$ cat src/rtl/macro_sched_layer5_pkg.sv
// Shared types and default timing for the layer-5 macro-bank scheduler.
package macro_sched_layer5_pkg;

   typedef enum logic [1:0] {
      IDLE  = 2'd0,
      SETUP = 2'd1,
      CONV  = 2'd2,
      LATCH = 2'd3
   } sched_state_t;

   localparam int SETUP_CYC_DEF = 2;
   localparam int ADC_CYC_DEF   = 3;
   localparam int PASS_W        = 2;

endpackage

$ cat src/rtl/macro_sched_layer5_pix_frame_cnt.sv
// Per-frame pixel counter with a frame-complete pulse, reusable by other layer schedulers.
// inc is the early (next-cycle) indication of a completed pixel, so the count and
// frame_done become visible on the same cycle as the scheduler's pix_done pulse.
module macro_sched_layer5_pix_frame_cnt #(
   parameter int PIX_NUM = 784,
   parameter int CNT_W   = 10
) (
   input  logic             clk,
   input  logic             rst,
   input  logic             clr,
   input  logic             inc,
   output logic [CNT_W-1:0] pix_cnt,
   output logic             frame_done
);

   localparam logic [CNT_W-1:0] LAST_PIX = CNT_W'(PIX_NUM - 1);

   logic [CNT_W-1:0] cnt_q, cnt_d;
   logic             frame_done_q, frame_done_d;

   // Next count: frame sync clears, a completed pixel advances and wraps at the frame end.
   always_comb begin
      cnt_d        = cnt_q;
      frame_done_d = 1'b0;
      if (clr) begin
         cnt_d = '0;
      end else if (inc) begin
         if (cnt_q == LAST_PIX) begin
            cnt_d        = '0;
            frame_done_d = 1'b1;
         end else begin
            cnt_d = cnt_q + CNT_W'(1);
         end
      end
   end

   // Counter and frame pulse registers.
   always_ff @(posedge clk or posedge rst) begin
      if (rst) begin
         cnt_q        <= '0;
         frame_done_q <= 1'b0;
      end else begin
         cnt_q        <= cnt_d;
         frame_done_q <= frame_done_d;
      end
   end

   assign pix_cnt    = cnt_q;
   assign frame_done = frame_done_q;

endmodule

$ cat src/rtl/macro_sched_layer5.sv
// Layer-5 CIM macro-bank sequencer: runs PASS_NUM setup/convert/latch passes per
// accepted pixel, buffers one pending pixel, and counts pixels per frame.
// All outputs are registered from the next-state values so they line up with the state.
module macro_sched_layer5
   import macro_sched_layer5_pkg::*;
#(
   parameter int FM_WIDTH  = 28,
   parameter int PASS_NUM  = 4,
   parameter int SETUP_CYC = SETUP_CYC_DEF,
   parameter int ADC_CYC   = ADC_CYC_DEF,
   parameter int CNT_W     = 10
) (
   input  logic              clk,
   input  logic              rst,
   input  logic              mode,
   input  logic              vs,
   input  logic              data_e,
   output logic              macro_e,
   output logic [PASS_W-1:0] chs_macro,
   output logic              adc,
   output logic              ps_e,
   output logic              ps_last,
   output logic              busy,
   output logic              pix_done,
   output logic              frame_done,
   output logic              overflow,
   output logic [CNT_W-1:0]  pix_cnt
);

   localparam int PIX_NUM = FM_WIDTH * FM_WIDTH;
   localparam int CYC_MAX = (SETUP_CYC > ADC_CYC) ? SETUP_CYC : ADC_CYC;
   localparam int CYC_W   = (CYC_MAX > 1) ? $clog2(CYC_MAX) : 1;

   localparam logic [PASS_W-1:0] LAST_PASS = PASS_W'(PASS_NUM - 1);
   localparam logic [CYC_W-1:0]  SETUP_END = CYC_W'(SETUP_CYC - 1);
   localparam logic [CYC_W-1:0]  ADC_END   = CYC_W'(ADC_CYC - 1);

   sched_state_t      state_q, state_d;
   logic [CYC_W-1:0]  cyc_q, cyc_d;
   logic [PASS_W-1:0] pass_q, pass_d;
   logic              pending_q, pending_d;
   logic              overflow_q, overflow_d;
   logic              macro_e_q, macro_e_d;
   logic              adc_q, adc_d;
   logic              ps_e_q, ps_e_d;
   logic              ps_last_q, ps_last_d;
   logic              busy_q, busy_d;
   logic              pix_done_q, pix_done_d;
   logic [PASS_W-1:0] chs_macro_q, chs_macro_d;
   logic              last_latch;
   logic              abort_busy;

   // Next-state, pending-buffer and registered-output decode for the pass sequencer.
   always_comb begin
      state_d     = state_q;
      cyc_d       = cyc_q;
      pass_d      = pass_q;
      pending_d   = pending_q;
      overflow_d  = overflow_q;
      last_latch  = (state_q == LATCH) && (pass_q == LAST_PASS);
      abort_busy  = vs && (state_q != IDLE);

      case (state_q)
         IDLE: begin
            if (data_e && mode && !vs) begin
               state_d = SETUP;
               cyc_d   = '0;
               pass_d  = '0;
            end
         end
         SETUP: begin
            if (cyc_q == SETUP_END) begin
               state_d = CONV;
               cyc_d   = '0;
            end else begin
               cyc_d = cyc_q + CYC_W'(1);
            end
         end
         CONV: begin
            if (cyc_q == ADC_END) begin
               state_d = LATCH;
               cyc_d   = '0;
            end else begin
               cyc_d = cyc_q + CYC_W'(1);
            end
         end
         LATCH: begin
            cyc_d = '0;
            if (pass_q != LAST_PASS) begin
               state_d = SETUP;
               pass_d  = pass_q + PASS_W'(1);
            end else if (pending_q || data_e) begin
               // Start the next pixel straight away; a new pixel arriving now refills the slot.
               state_d   = SETUP;
               pass_d    = '0;
               pending_d = pending_q && data_e;
            end else begin
               state_d = IDLE;
            end
         end
         default: begin
            state_d = IDLE;
            cyc_d   = '0;
            pass_d  = '0;
         end
      endcase

      // A pixel arriving mid-pixel waits in the single pending slot, or is lost.
      if (data_e && (state_q != IDLE) && !last_latch) begin
         if (!pending_q) begin
            pending_d = 1'b1;
         end else begin
            overflow_d = 1'b1;
         end
      end

      // Parameter reload: abort, ignore data_e, keep overflow.
      if (!mode) begin
         state_d    = IDLE;
         cyc_d      = '0;
         pass_d     = '0;
         pending_d  = 1'b0;
         overflow_d = overflow_q;
      end

      // Frame sync wins over reload for the clears.
      if (vs) begin
         state_d    = IDLE;
         cyc_d      = '0;
         pass_d     = '0;
         pending_d  = 1'b0;
         overflow_d = 1'b0;
      end

      busy_d     = (state_d != IDLE);
      macro_e_d  = busy_d;
      adc_d      = (state_d == CONV);
      ps_e_d     = (state_d == LATCH);
      ps_last_d  = ps_e_d && (pass_d == LAST_PASS);
      pix_done_d = ps_last_d;

      chs_macro_d = chs_macro_q;
      if (state_d != IDLE) begin
         chs_macro_d = pass_d;
      end else if (!mode || abort_busy) begin
         chs_macro_d = '0;
      end
   end

   // Scheduler state and registered outputs.
   always_ff @(posedge clk or posedge rst) begin
      if (rst) begin
         state_q     <= IDLE;
         cyc_q       <= '0;
         pass_q      <= '0;
         pending_q   <= 1'b0;
         overflow_q  <= 1'b0;
         macro_e_q   <= 1'b0;
         adc_q       <= 1'b0;
         ps_e_q      <= 1'b0;
         ps_last_q   <= 1'b0;
         busy_q      <= 1'b0;
         pix_done_q  <= 1'b0;
         chs_macro_q <= '0;
      end else begin
         state_q     <= state_d;
         cyc_q       <= cyc_d;
         pass_q      <= pass_d;
         pending_q   <= pending_d;
         overflow_q  <= overflow_d;
         macro_e_q   <= macro_e_d;
         adc_q       <= adc_d;
         ps_e_q      <= ps_e_d;
         ps_last_q   <= ps_last_d;
         busy_q      <= busy_d;
         pix_done_q  <= pix_done_d;
         chs_macro_q <= chs_macro_d;
      end
   end

   macro_sched_layer5_pix_frame_cnt #(
      .PIX_NUM (PIX_NUM),
      .CNT_W   (CNT_W)
   ) u_pix_frame_cnt (
      .clk        (clk),
      .rst        (rst),
      .clr        (vs),
      .inc        (pix_done_d),
      .pix_cnt    (pix_cnt),
      .frame_done (frame_done)
   );

   assign macro_e   = macro_e_q;
   assign chs_macro = chs_macro_q;
   assign adc       = adc_q;
   assign ps_e      = ps_e_q;
   assign ps_last   = ps_last_q;
   assign busy      = busy_q;
   assign pix_done  = pix_done_q;
   assign overflow  = overflow_q;

endmodule

$ cat config.mk
export PLATFORM = sky130hd
export DESIGN_NAME = macro_sched_layer5
export DESIGN_NICKNAME = d
export VERILOG_FILES = /design/src/rtl/macro_sched_layer5_pkg.sv /design/src/rtl/macro_sched_layer5_pix_frame_cnt.sv /design/src/rtl/macro_sched_layer5.sv
export SDC_FILE = /design/constraint.sdc
export NUM_CORES = 1
export LEC_CHECK = 0
export ABC_CLOCK_PERIOD_IN_PS = 3300
export BUFFER_PORTS_ARGS = -buffer_cell sky130_fd_sc_hd__buf_2
export CAP_MARGIN = 40
export CORE_ASPECT_RATIO = 1.5
export CORE_MARGIN = 4
export CORE_UTILIZATION = 50
export DETAILED_ROUTE_END_ITERATION = 10
export PLACE_DENSITY_LB_ADDON = 0.12
export REMOVE_ABC_BUFFERS = 1
export SETUP_SLACK_MARGIN = 0.02
export SYNTH_ARGS = -nofsm -noshare
export SYNTH_HDL_FRONTEND = slang
export SYNTH_SLANG_ARGS = --single-unit
$ cat constraint.sdc
create_clock -name clk -period 3.3 [get_ports clk]
set_clock_uncertainty 0.05 [all_clocks]
set_input_delay 0.66 -clock clk [delete_from_list [all_inputs] [get_ports clk]]
set_output_delay 0.66 -clock clk [all_outputs]
set_load 0.02 [all_outputs]
After elaboration in Yosys (flattened, before gate mapping)
Cells that the tools add are included.
Operators by class
  add/sub/neg operators: 3
  equal/unequal tests: 12
  muxes and demuxes: 39
  reductions and logical operators: 22
Operators by type and width (count)
  2-bit two-way mux: 17
  10-bit two-way mux: 3
  1-bit two-way mux: 16
  2-bit one-hot mux with 4 select lines: 2
  2-bit equality test, second input constant: 7
  2-bit nonzero test: 7
  10-bit by 1-bit adder with 10-bit output, second input constant: 1
  10-bit equality test, second input constant: 1
  1-bit logical AND: 8
  2-bit by 1-bit adder with 2-bit output, second input constant: 2
  2-bit by 1-bit equality test with 1-bit output, second input constant: 2
  4-bit inequality test, second input constant: 1
  2-bit one-hot mux with 2 select lines: 1
  1-bit zero test: 3
  3-bit AND reduction: 1
  2-bit zero test: 1
  1-bit logical OR: 2
  2-bit inequality test, second input constant: 1
Storage, ports and cells
  flip-flop bits (word level): 25
  logic and storage cells: 88

Longest topological paths before layout
Gate-level depths: netlist of run 1.
  depth after elaboration: 10
  mapped depth: 11
  gate-level depth less buffers: 8

By module
From an unflattened synthesis of run 1, not the netlist that was laid out.
Second synthesis, totals
  cells, all modules: 146
  area total of the unflattened synthesis: 1498.9 sq um
By module, submodules not included
  macro_sched_layer5: times used 1, cells an instance 81, area an instance 872.1 sq um
  macro_sched_layer5_pix_frame_cnt: times used 1, cells an instance 65, area an instance 626.9 sq um

Worst setup path after synthesis of run 1
No wires, ideal clock.
  kind: flip-flop to flip-flop
  start: register state_q[0]
  end: register u_pix_frame_cnt.cnt_q[6], in the netlist u_pix_frame_cnt.pix_cnt[6]
  arrival time: 2218 ps
  required time: 3172 ps
  setup slack: 954 ps
  cell stages (with the launch flop): 10
  buffers on the path: 1
  clock period less this slack: 2346 ps
  cell sequence: dfrtp_1 inv_1 ha_1 nor3_1 o21ai_1 o2bb2a_4 nand4_2 buf_6 or4_1 a21oi_1
Between the ends
  word-level cells in the longest chain between the ends: 7
  elaborated cells between the ends (all ways): 17
  those cells by class: eq/ne: 5; mux: 9; reduce/logical: 3
RTL lines
  start: declaration: line macro_sched_layer5.sv:38  | sched_state_t state_q, state_d;
  start signal: assignment: line macro_sched_layer5.sv:166  | state_q <= state_d;
  2-bit equality test, or another cell as far along: line macro_sched_layer5.sv:63  | case (state_q)
  2-bit one-hot mux with 4 select lines or 2-bit one-hot mux with 2 select lines (tied branches): line macro_sched_layer5.sv:63
  2-bit two-way mux: line macro_sched_layer5.sv:118  | if (!mode) begin
  2-bit two-way mux: line macro_sched_layer5.sv:127  | if (vs) begin
  2-bit equality test (on tied branches): line macro_sched_layer5.sv:138, macro_sched_layer5.sv:139
  1-bit logical AND *: line macro_sched_layer5.sv:139  | ps_last_d = ps_e_d && (pass_d == LAST_PASS);
  2-bit nonzero test (no line) *
  end signal: assignment: line macro_sched_layer5_pix_frame_cnt.sv:43  | cnt_q <= cnt_d;
  end: declaration: line macro_sched_layer5_pix_frame_cnt.sv:18  | logic [CNT_W-1:0] cnt_q, cnt_d;
Mark *: on every way between the ends. The rest lies on a longest branch, timed or not.
A chain may end at the register's enable or synchronous reset.

Worst setup path in the final report of run 1
Same ends and word-level chain as after synthesis.

==> impl_metrics.env, run 1 <==
export IMPL_outcome="finished, final reports clean"
export IMPL_maxCapViolCount=0
export IMPL_intPower_w=0.000407
export IMPL_drtPass1Iterations=4
export IMPL_critPathLaunchType="flip-flop"
export IMPL_grt_ovfl_total=0
export IMPL_placed_cells=213
export IMPL_syn_area_mm2=0.00148
export IMPL_avgSynthCellArea_um2=9.55
export IMPL_regToRegEndpoint="u_pix_frame_cnt.pix_cnt[6]"
export IMPL_grt_pass1_vias=1326
export IMPL_synth_cells=155
export IMPL_hpwl_mm=2.60
export IMPL_peakVddDrop_uv=259
export IMPL_htreeDepth=1
export IMPL_slew_headroom_pct=71.7
export IMPL_clkPwrFrac_pct=33.7
export IMPL_setup_viol=0
export IMPL_cts_tree="yes"
export IMPL_worstPathArrival_ns=2.98
export IMPL_start_util_pct=53.6
export IMPL_synth_distinct_cells=45
export IMPL_synthFlopType="dfrtp_1"
export IMPL_swShare_pct=23.7
export IMPL_multiInputGateArea_um2=781
export IMPL_clock_path_buffers=2
export IMPL_r2r_start="state_q[0]"
export IMPL_cts_resized=0
export IMPL_tns_ns=0
export IMPL_finalCritPeriodShare_pct=86.0
export IMPL_cts_buffers=3
export IMPL_drt_iter0_drc=24
export IMPL_cts_hold_buf=0
export IMPL_drc_errors=0
export IMPL_synth_warnings=0
export IMPL_die_h_um=74.6
export IMPL_antenna_cells=0
export IMPL_cp_required_ns=3.44
export IMPL_powerDensity_mw_per_mm2=315
export IMPL_rsz0062_at_grt="no"
export IMPL_areaGrowthSynthToFinish_pct=14.5
export IMPL_ys_seq_elements=25
export IMPL_insertion_delay_ns=0.27
export IMPL_io_buffers=24
export IMPL_crit_fanout=20
export IMPL_vias=1255
export IMPL_fill_cells=267
export IMPL_final_seq_area_um2=626
export IMPL_synth_edf_count=0
export IMPL_drive_above_1_share_pct=22.2
export IMPL_place_congestion=0.770
export IMPL_critical_path_class="reg -> reg"
export IMPL_r2r_cells=8
export IMPL_worst_hold_path_type="in -> async"
export IMPL_grt_use_total_pct=19.5
export IMPL_final_cell_count_no_fill=217
export IMPL_final_area_mm2=0.00170
export IMPL_io_pins=25
export IMPL_p_seq_share_pct=57.9
export IMPL_r2r_setup_slack_ns=0.46
export IMPL_finalNetCount=194
export IMPL_die_w_um=52.4
export IMPL_placed_cell_area_mm2=0.00165
export IMPL_route_antenna_remaining_nets=0
export IMPL_drv_slew=0
export IMPL_finalHoldViolations=0
export IMPL_core_mm2=0.00276
export IMPL_max_freq_mhz=352
export IMPL_p_sw_w=0.000127
export IMPL_layout_commonest_cell="dfrtp_1"
export IMPL_final_cell_mix="dfrtp_1, buf_2, a21oi_1"
export IMPL_antenna_found_initial=0
export IMPL_crit_start="state_q[0]"
export IMPL_power_frac_comb_pct=8.4
export IMPL_post_cts_buffers=0
export IMPL_wl_mm=3.38
export IMPL_grt_max_degree=22
export IMPL_yosysSeqAreaShare_pct=42.3
export IMPL_tightest_slew_ns=0.424
export IMPL_root_buffer="clkbuf_8"
export IMPL_viasPerCell=5.78
export IMPL_clock_sinks=25
export IMPL_min_period_ns=2.84
export IMPL_grt_first_pass_wirelength_mm=5.92
export IMPL_cts_clk_slew_worst_paths_ns=0.08
export IMPL_end_kind="flip-flop"
export IMPL_postSynth_asyncResetShare_pct=100
export IMPL_final_util_pct=61.4
export IMPL_p_leak_nw=0.840
export IMPL_dieArea_mm2=0.00391
export IMPL_rows=23
export IMPL_wire_per_inst_um=15.6
-- per-layer routing --
| metal | track usage (%) | vias up | wire length [µm] |
|---|---|---|---|
| li1 | - | 610 | - |
| met1 | 22.7 | 618 | 1420 |
| met2 | 36.5 | 21 | 1860 |
| met3 | 2.18 | 6 | 67 |
| met4 | 6.25 | 0 | 42 |
| met5 | 0 | - | 0 |
-- per-stage QoR --
stage          setup WS, ns  hold WS [ns]  power [W]
2_1_floorplan         0.865         0.499   0.000341
3_3_place_gp          0.663         0.424   0.000355
3_5_place_dp          0.507         0.437   0.000360
4_1_cts               0.482         0.263   0.000539
5_1_grt               0.163         0.276   0.000556
6_report              0.462         0.258   0.000534
-- area by class of cell --
type / count / area share (%)
flip-flops and latches: 25 / 36.9
repair buffers: 27 / 9.59
clock inverters: 1 / 0.295
clock buffers: 3 / 2.44
well taps: 37 / 2.73
inverters: 9 / 1.99
multi-input cells: 115 / 46.1
-- worst max-delay path by stage --
stage                            endpoint  slack [ns]
2_1_floorplan  u_pix_frame_cnt.pix_cnt[6]        0.86
3_3_place_gp   u_pix_frame_cnt.pix_cnt[8]        0.66
3_5_place_dp   u_pix_frame_cnt.pix_cnt[8]        0.51
4_1_cts        u_pix_frame_cnt.pix_cnt[6]        0.48
5_1_grt        u_pix_frame_cnt.pix_cnt[6]        0.16
6_report       u_pix_frame_cnt.pix_cnt[6]        0.46
-- synthesized netlist by cell type (3+ instances only) --
cell type  count  area [µm²]
nor2_1        10        37.5
a31oi_1        3        18.8
inv_1          9        33.8
nand4_1        4        25.0
and3_1         4        25.0
o21ai_0       12        60.1
nor2b_1        6        37.5
a21oi_1       15        75.1
or4_1          3        22.5
nand3_1        3        15.0
ha_1           8         100
or3_1          3        18.8
dfrtp_1       25         626
nand2_1       11        41.3
-- sequential cells by signal, indices dropped and copies added (netlist names) --
name	cells
pass_q	2
chs_macro	2
overflow	1
pix_done	1
adc	1
pending_q	1
busy	1
u_pix_frame_cnt.frame_done	1
cyc_q	2
u_pix_frame_cnt.pix_cnt	10
state_q	2
ps_e	1
-- power groups by stage --
| stage | Sequential (W) | Clock (W) | Combinational (W) |
|---|---|---|---|
| 3_3_place_gp | 0.000315 | 0 | 0.0000396 |
| 4_1_cts | 0.000309 | 0.000185 | 0.0000452 |
| 6_report | 0.000309 | 0.000180 | 0.0000447 |
| 5_1_grt | 0.000310 | 0.000197 | 0.0000494 |
| 3_5_place_dp | 0.000315 | 0 | 0.0000450 |
| 2_1_floorplan | 0.000317 | 0 | 0.0000238 |
-- cells by family after synthesis --
group / after synthesis / synth area share [%]
and+or+nand+nor: 61 / 25.0
adders and majority gates: 8 / 6.76
AOI/OAI and AO/OA: 45 / 20.3
muxes: 1 / 0.676
DFF: 25 / 42.3
buffers and inverters: 15 / 4.99
-- critical path, cell delays in order (launching register included) --
cell,delay (ns)
dfrtp_1,0.43
inv_1,0.14
ha_1,0.43
nor3b_1,0.24
o21a_1,0.21
o2bb2a_4,0.15
nand4_2,0.36
or4_1,0.59
a21oi_1,0.16
(Power assumes the default switching activity.)
==> run 2, diff against run 1 <==
--- a/config.mk
+++ b/config.mk
@@ -12,9 +12,9 @@
 export CORE_MARGIN = 4
 export CORE_UTILIZATION = 50
 export DETAILED_ROUTE_END_ITERATION = 10
-export PLACE_DENSITY_LB_ADDON = 0.12
+export PLACE_DENSITY = 0.72
 export REMOVE_ABC_BUFFERS = 1
-export SETUP_SLACK_MARGIN = 0.02
+export SETUP_SLACK_MARGIN = 0.15
 export SYNTH_ARGS = -nofsm -noshare
 export SYNTH_HDL_FRONTEND = slang
 export SYNTH_SLANG_ARGS = --single-unit
==> run 2 against run 1 <==
Compared with the run above:
- via count about the same
- wire length down 3.9%
- count of clock-buffer cells in the layout rose by 1
- total power down 0.25%
- core utilization down 0.18 points
- design area fell by 0.30%
- first-iteration DRC count rose by 92%
- flip-flop and latch count did not move
- register-to-register slack better by 0.02 ns
- worst hold slack better by 0.016 ns
==> impl_metrics.env, run 2 (same netlist as run 1, synthesis figures left out) <==
export IMPL_outcome="finished, final reports clean"
export IMPL_io_pins=25
export IMPL_wl_mm=3.25
export IMPL_powerDensity_mw_per_mm2=315
export IMPL_peakVddDrop_uv=309
export IMPL_clock_sinks=25
export IMPL_slew_headroom_pct=64.8
export IMPL_antenna_cells=0
export IMPL_viasPerCell=5.81
export IMPL_grt_use_total_pct=19.2
export IMPL_io_buffers=24
export IMPL_r2r_cells=8
export IMPL_tightest_slew_ns=0.523
export IMPL_cts_buffers=3
export IMPL_drv_slew=0
export IMPL_vias=1254
export IMPL_wire_per_inst_um=15.1
export IMPL_r2r_setup_slack_ns=0.48
export IMPL_p_sw_w=0.000124
export IMPL_layout_commonest_cell="dfrtp_1"
export IMPL_largest_reg_flops=10
export IMPL_rsz0062_at_grt="no"
export IMPL_path_buf_inv=1
export IMPL_cts_resized=0
export IMPL_final_cell_mix="dfrtp_1, buf_2, a21oi_1"
export IMPL_placed_cells=212
export IMPL_maxCapViolCount=0
export IMPL_cts_hold_buf=0
export IMPL_hpwl_mm=2.55
export IMPL_grt_ovfl_total=0
export IMPL_clkPwrFrac_pct=33.9
export IMPL_die_h_um=74.6
export IMPL_swShare_pct=23.3
export IMPL_drive_above_1_share_pct=21.2
export IMPL_finalHoldViolations=0
export IMPL_grt_max_degree=21
export IMPL_cp_depth=8
export IMPL_setup_viol=0
export IMPL_slowest_stage="or4_1"
export IMPL_path_cells="inv_1 -> ha_1 -> nor3_1 -> o21ai_1 -> o2bb2a_4 -> nand4_2 -> or4_1 -> a21oi_1"
export IMPL_crit_fanout=20
export IMPL_root_buffer="clkbuf_8"
export IMPL_rows=23
export IMPL_tns_ns=0
export IMPL_worstPathArrival_ns=2.97
export IMPL_intPower_w=0.000408
export IMPL_fill_cells=267
export IMPL_power_frac_comb_pct=8.1
export IMPL_critical_path_class="reg -> reg"
export IMPL_drc_errors=0
export IMPL_insertion_delay_ns=0.27
export IMPL_finalNetCount=193
export IMPL_final_cell_count_no_fill=216
export IMPL_critPathLaunchType="flip-flop"
export IMPL_finalCritPeriodShare_pct=85.5
export IMPL_regToRegEndpoint="u_pix_frame_cnt.pix_cnt[6]"
export IMPL_place_congestion=0.823
export IMPL_grt_first_pass_wirelength_mm=5.73
export IMPL_core_mm2=0.00276
export IMPL_route_antenna_remaining_nets=0
export IMPL_min_period_ns=2.82
export IMPL_cp_required_ns=3.45
export IMPL_worst_hold_path_type="in -> async"
export IMPL_end_kind="flip-flop"
export IMPL_antenna_found_initial=0
export IMPL_cts_tree="yes"
export IMPL_die_w_um=52.4
export IMPL_drtPass1Iterations=4
export IMPL_clock_path_buffers=2
export IMPL_r2r_start="state_q[0]"
export IMPL_areaGrowthSynthToFinish_pct=14.2
export IMPL_htreeDepth=1
export IMPL_cp_top_family="simple AND/OR/NAND/NOR gates"
export IMPL_start_util_pct=53.6
export IMPL_cts_clk_slew_worst_paths_ns=0.08
export IMPL_p_leak_nw=0.831
export IMPL_max_freq_mhz=354
export IMPL_post_cts_buffers=0
export IMPL_crit_path_max_incr_delay_ns=0.60
export IMPL_p_seq_share_pct=58.1
export IMPL_dieArea_mm2=0.00391
export IMPL_grt_pass1_vias=1267
export IMPL_drt_iter0_drc=46
==> run 2: per-layer routing <==
metal	vias up	track usage, %	wire length [µm]
li1	611	-	-
met1	600	22.3	1250
met2	32	34.1	1780
met3	11	2.18	122
met4	0	9.94	93
met5	-	0	0
==> run 2: how the worst max path moves through the flow <==
stage / startpoint / endpoint / slack (ns)
final: state_q[0] / u_pix_frame_cnt.pix_cnt[6] / 0.48
after global routing: state_q[0] / u_pix_frame_cnt.pix_cnt[6] / 0.25
after CTS: state_q[0] / u_pix_frame_cnt.pix_cnt[6] / 0.49
after detailed placement: state_q[0] / u_pix_frame_cnt.pix_cnt[8] / 0.51
after global placement: state_q[0] / u_pix_frame_cnt.pix_cnt[6] / 0.60
after floorplan: state_q[0] / u_pix_frame_cnt.pix_cnt[6] / 0.86
==> run 2: cell type report <==
type	instances	area, µm²	area share [%]
multi-input cells	115	781	46.2
flip-flops and latches	25	626	37.0
repair buffers	26	159	9.40
well taps	37	46.3	2.74
clock buffers	4	45.0	2.66
inverters	9	33.8	2.00
==> run 2: stage by stage <==
stage               util (%)  instance area, µm²  setup slack, ns  hold WS, ns  total power [W]
global route            61.2                1690            0.254        0.301         0.000554
global placement        58.2                1610            0.596        0.466         0.000353
CTS                     61.2                1690            0.487        0.285         0.000535
floorplan                  -                1440            0.865        0.499         0.000341
finish                  61.2                1690            0.478        0.274         0.000533
detailed placement      59.6                1650            0.512        0.467         0.000359
==> run 2: power by group through the flow <==
stage,clock [W],sequential [W],combinational (W)
6_report,0.000180,0.000309,0.0000430
5_1_grt,0.000197,0.000310,0.0000480
4_1_cts,0.000183,0.000309,0.0000435
3_5_place_dp,0,0.000315,0.0000434
3_3_place_gp,0,0.000315,0.0000380
2_1_floorplan,0,0.000317,0.0000238
==> run 3, diff against run 2 <==
--- a/config.mk
+++ b/config.mk
@@ -6,13 +6,12 @@
 export NUM_CORES = 1
 export LEC_CHECK = 0
 export ABC_CLOCK_PERIOD_IN_PS = 3300
-export BUFFER_PORTS_ARGS = -buffer_cell sky130_fd_sc_hd__buf_2
 export CAP_MARGIN = 40
 export CORE_ASPECT_RATIO = 1.5
 export CORE_MARGIN = 4
 export CORE_UTILIZATION = 50
 export DETAILED_ROUTE_END_ITERATION = 10
-export PLACE_DENSITY = 0.72
+export DONT_BUFFER_PORTS = 1
 export REMOVE_ABC_BUFFERS = 1
 export SETUP_SLACK_MARGIN = 0.15
 export SYNTH_ARGS = -nofsm -noshare
==> run 3 against run 2 <==
Compared with the run above:
- non-clock buffer count is 24 lower
- total power is 3.2% lower
- setup slack better by 0.043 ns
- sequential power hardly changed
- core utilization is 4.5 points lower
- critical path depth stayed put
- count of clock-buffer cells in the layout stayed put
- die area stayed put
- global-route usage is 1.4 points lower
- critical path type unchanged
- largest cell class unchanged
- highest routed layer unchanged
==> impl_metrics.env, run 3 (same netlist as run 1, synthesis figures left out) <==
export IMPL_outcome="finished, final reports clean"
export IMPL_wl_mm=2.97
export IMPL_crit_fanout=20
export IMPL_finalHoldViolations=0
export IMPL_placed_cell_area_mm2=0.00152
export IMPL_clock_sinks=25
export IMPL_crit_start="state_q[0]"
export IMPL_cts_buffers=3
export IMPL_cts_resized=0
export IMPL_finalCritPeriodShare_pct=84.2
export IMPL_layout_commonest_cell="dfrtp_1"
export IMPL_insertion_delay_ns=0.26
export IMPL_root_buffer="clkbuf_8"
export IMPL_place_congestion=0.746
export IMPL_final_cell_mix="dfrtp_1, a21oi_1, o21ai_0"
export IMPL_peakVddDrop_uv=185
export IMPL_htreeDepth=1
export IMPL_r2r_start="state_q[0]"
export IMPL_viasPerCell=5.86
export IMPL_max_freq_mhz=360
export IMPL_setup_viol=0
export IMPL_worstSetupEndpoint="u_pix_frame_cnt.pix_cnt[6]"
export IMPL_finalNetCount=169
export IMPL_largest_reg_flops=10
export IMPL_end_kind="flip-flop"
export IMPL_clock_path_buffers=2
export IMPL_drtPass1Iterations=4
export IMPL_total_power_w=0.000516
export IMPL_tns_ns=0
export IMPL_fill_cells=267
export IMPL_rsz0062_at_grt="no"
export IMPL_regToRegEndpoint="u_pix_frame_cnt.pix_cnt[6]"
export IMPL_die_w_um=52.4
export IMPL_final_seq_area_um2=626
export IMPL_grt_first_pass_wirelength_mm=5.41
export IMPL_tightest_slew_ns=0.423
export IMPL_drc_errors=0
export IMPL_min_period_ns=2.78
export IMPL_drt_iter0_drc=28
export IMPL_hpwl_mm=2.30
export IMPL_final_util_pct=56.7
export IMPL_cts_clk_slew_worst_paths_ns=0.08
export IMPL_grt_ovfl_total=0
export IMPL_grt_pass1_vias=1180
export IMPL_vias=1125
export IMPL_drive_above_1_share_pct=9.03
export IMPL_grt_max_degree=23
export IMPL_cts_hold_buf=0
export IMPL_io_pins=25
export IMPL_worst_hold_path_type="in -> async"
export IMPL_rows=23
export IMPL_start_util_pct=53.6
export IMPL_core_mm2=0.00276
export IMPL_r2r_cells=8
export IMPL_p_leak_nw=0.706
export IMPL_r2r_setup_slack_ns=0.52
export IMPL_cp_required_ns=3.44
export IMPL_final_area_mm2=0.00157
export IMPL_multiInputGateArea_um2=781
export IMPL_areaGrowthSynthToFinish_pct=5.83
export IMPL_die_h_um=74.6
export IMPL_critical_path_class="reg -> reg"
export IMPL_wire_per_inst_um=15.4
export IMPL_antenna_cells=0
export IMPL_slew_headroom_pct=71.7
export IMPL_route_antenna_remaining_nets=0
export IMPL_post_cts_buffers=0
export IMPL_hold_slack_ns=0.152
export IMPL_io_buffers=0
export IMPL_grt_use_total_pct=17.8
export IMPL_dieArea_mm2=0.00391
export IMPL_cts_tree="yes"
export IMPL_powerDensity_mw_per_mm2=329
export IMPL_drv_slew=0
export IMPL_critPathLaunchType="flip-flop"
export IMPL_antenna_found_initial=0
export IMPL_maxCapViolCount=0
export IMPL_worstPathArrival_ns=2.91
## run 3: cell count changes in the layout (fill, tap and decap cells not counted), sizes merged
cell and delta:
buf -23, clkdlybuf4s15 -1
## run 3: power breakdown
group | leakage (nW) | switching [W] | total [W] | internal, W
clock | 0.0228 | 0.0000854 | 0.000171 | 0.0000859
sequential | 0.348 | 0.00000351 | 0.000311 | 0.000308
combinational | 0.335 | 0.0000215 | 0.0000333 | 0.0000118
## run 3: area by class of cell
class,count,area share [%]
repair buffers,2,2.24
inverters,9,2.16
multi-input cells,115,49.8
well taps,37,2.96
flip-flops and latches,25,39.9
clock buffers,4,2.88
## run 3: critical path: stages (launching register included)
cell and delay [ns]:
dfrtp_1 0.42, inv_1 0.14, ha_1 0.42, nor3b_1 0.23, o21a_1 0.20, o2bb2a_4 0.15
nand4_2 0.36, or4_1 0.60, a21oi_1 0.15
## run 3: worst min-delay path by stage
stage	slack (ns)	cells after the start	to	startpoint
after floorplan	0.50	2	cyc_q[1]	cyc_q[1]
after global placement	0.55	2	cyc_q[1]	cyc_q[1]
after detailed placement	0.43	1	u_pix_frame_cnt.pix_cnt[9]	rst
after CTS	0.14	1	u_pix_frame_cnt.pix_cnt[9]	rst
after global routing	0.14	1	u_pix_frame_cnt.pix_cnt[9]	rst
final	0.15	1	u_pix_frame_cnt.pix_cnt[4]	rst
## run 3: layer usage
metal  track usage, %  part of all wire (%)  vias up
li1                 -                     -      560
met3             3.17                   3.2        2
met1             21.6                    40      548
met4             4.26                  0.67        0
met2             32.2                    56       15
met5                0                     0        -
## run 3: stage by stage
step	setup WS, ns	cells
5_1_grt	0.284	192
4_1_cts	0.503	192
3_5_place_dp	0.528	188
6_report	0.521	192
2_1_floorplan	0.865	149
3_3_place_gp	0.650	187
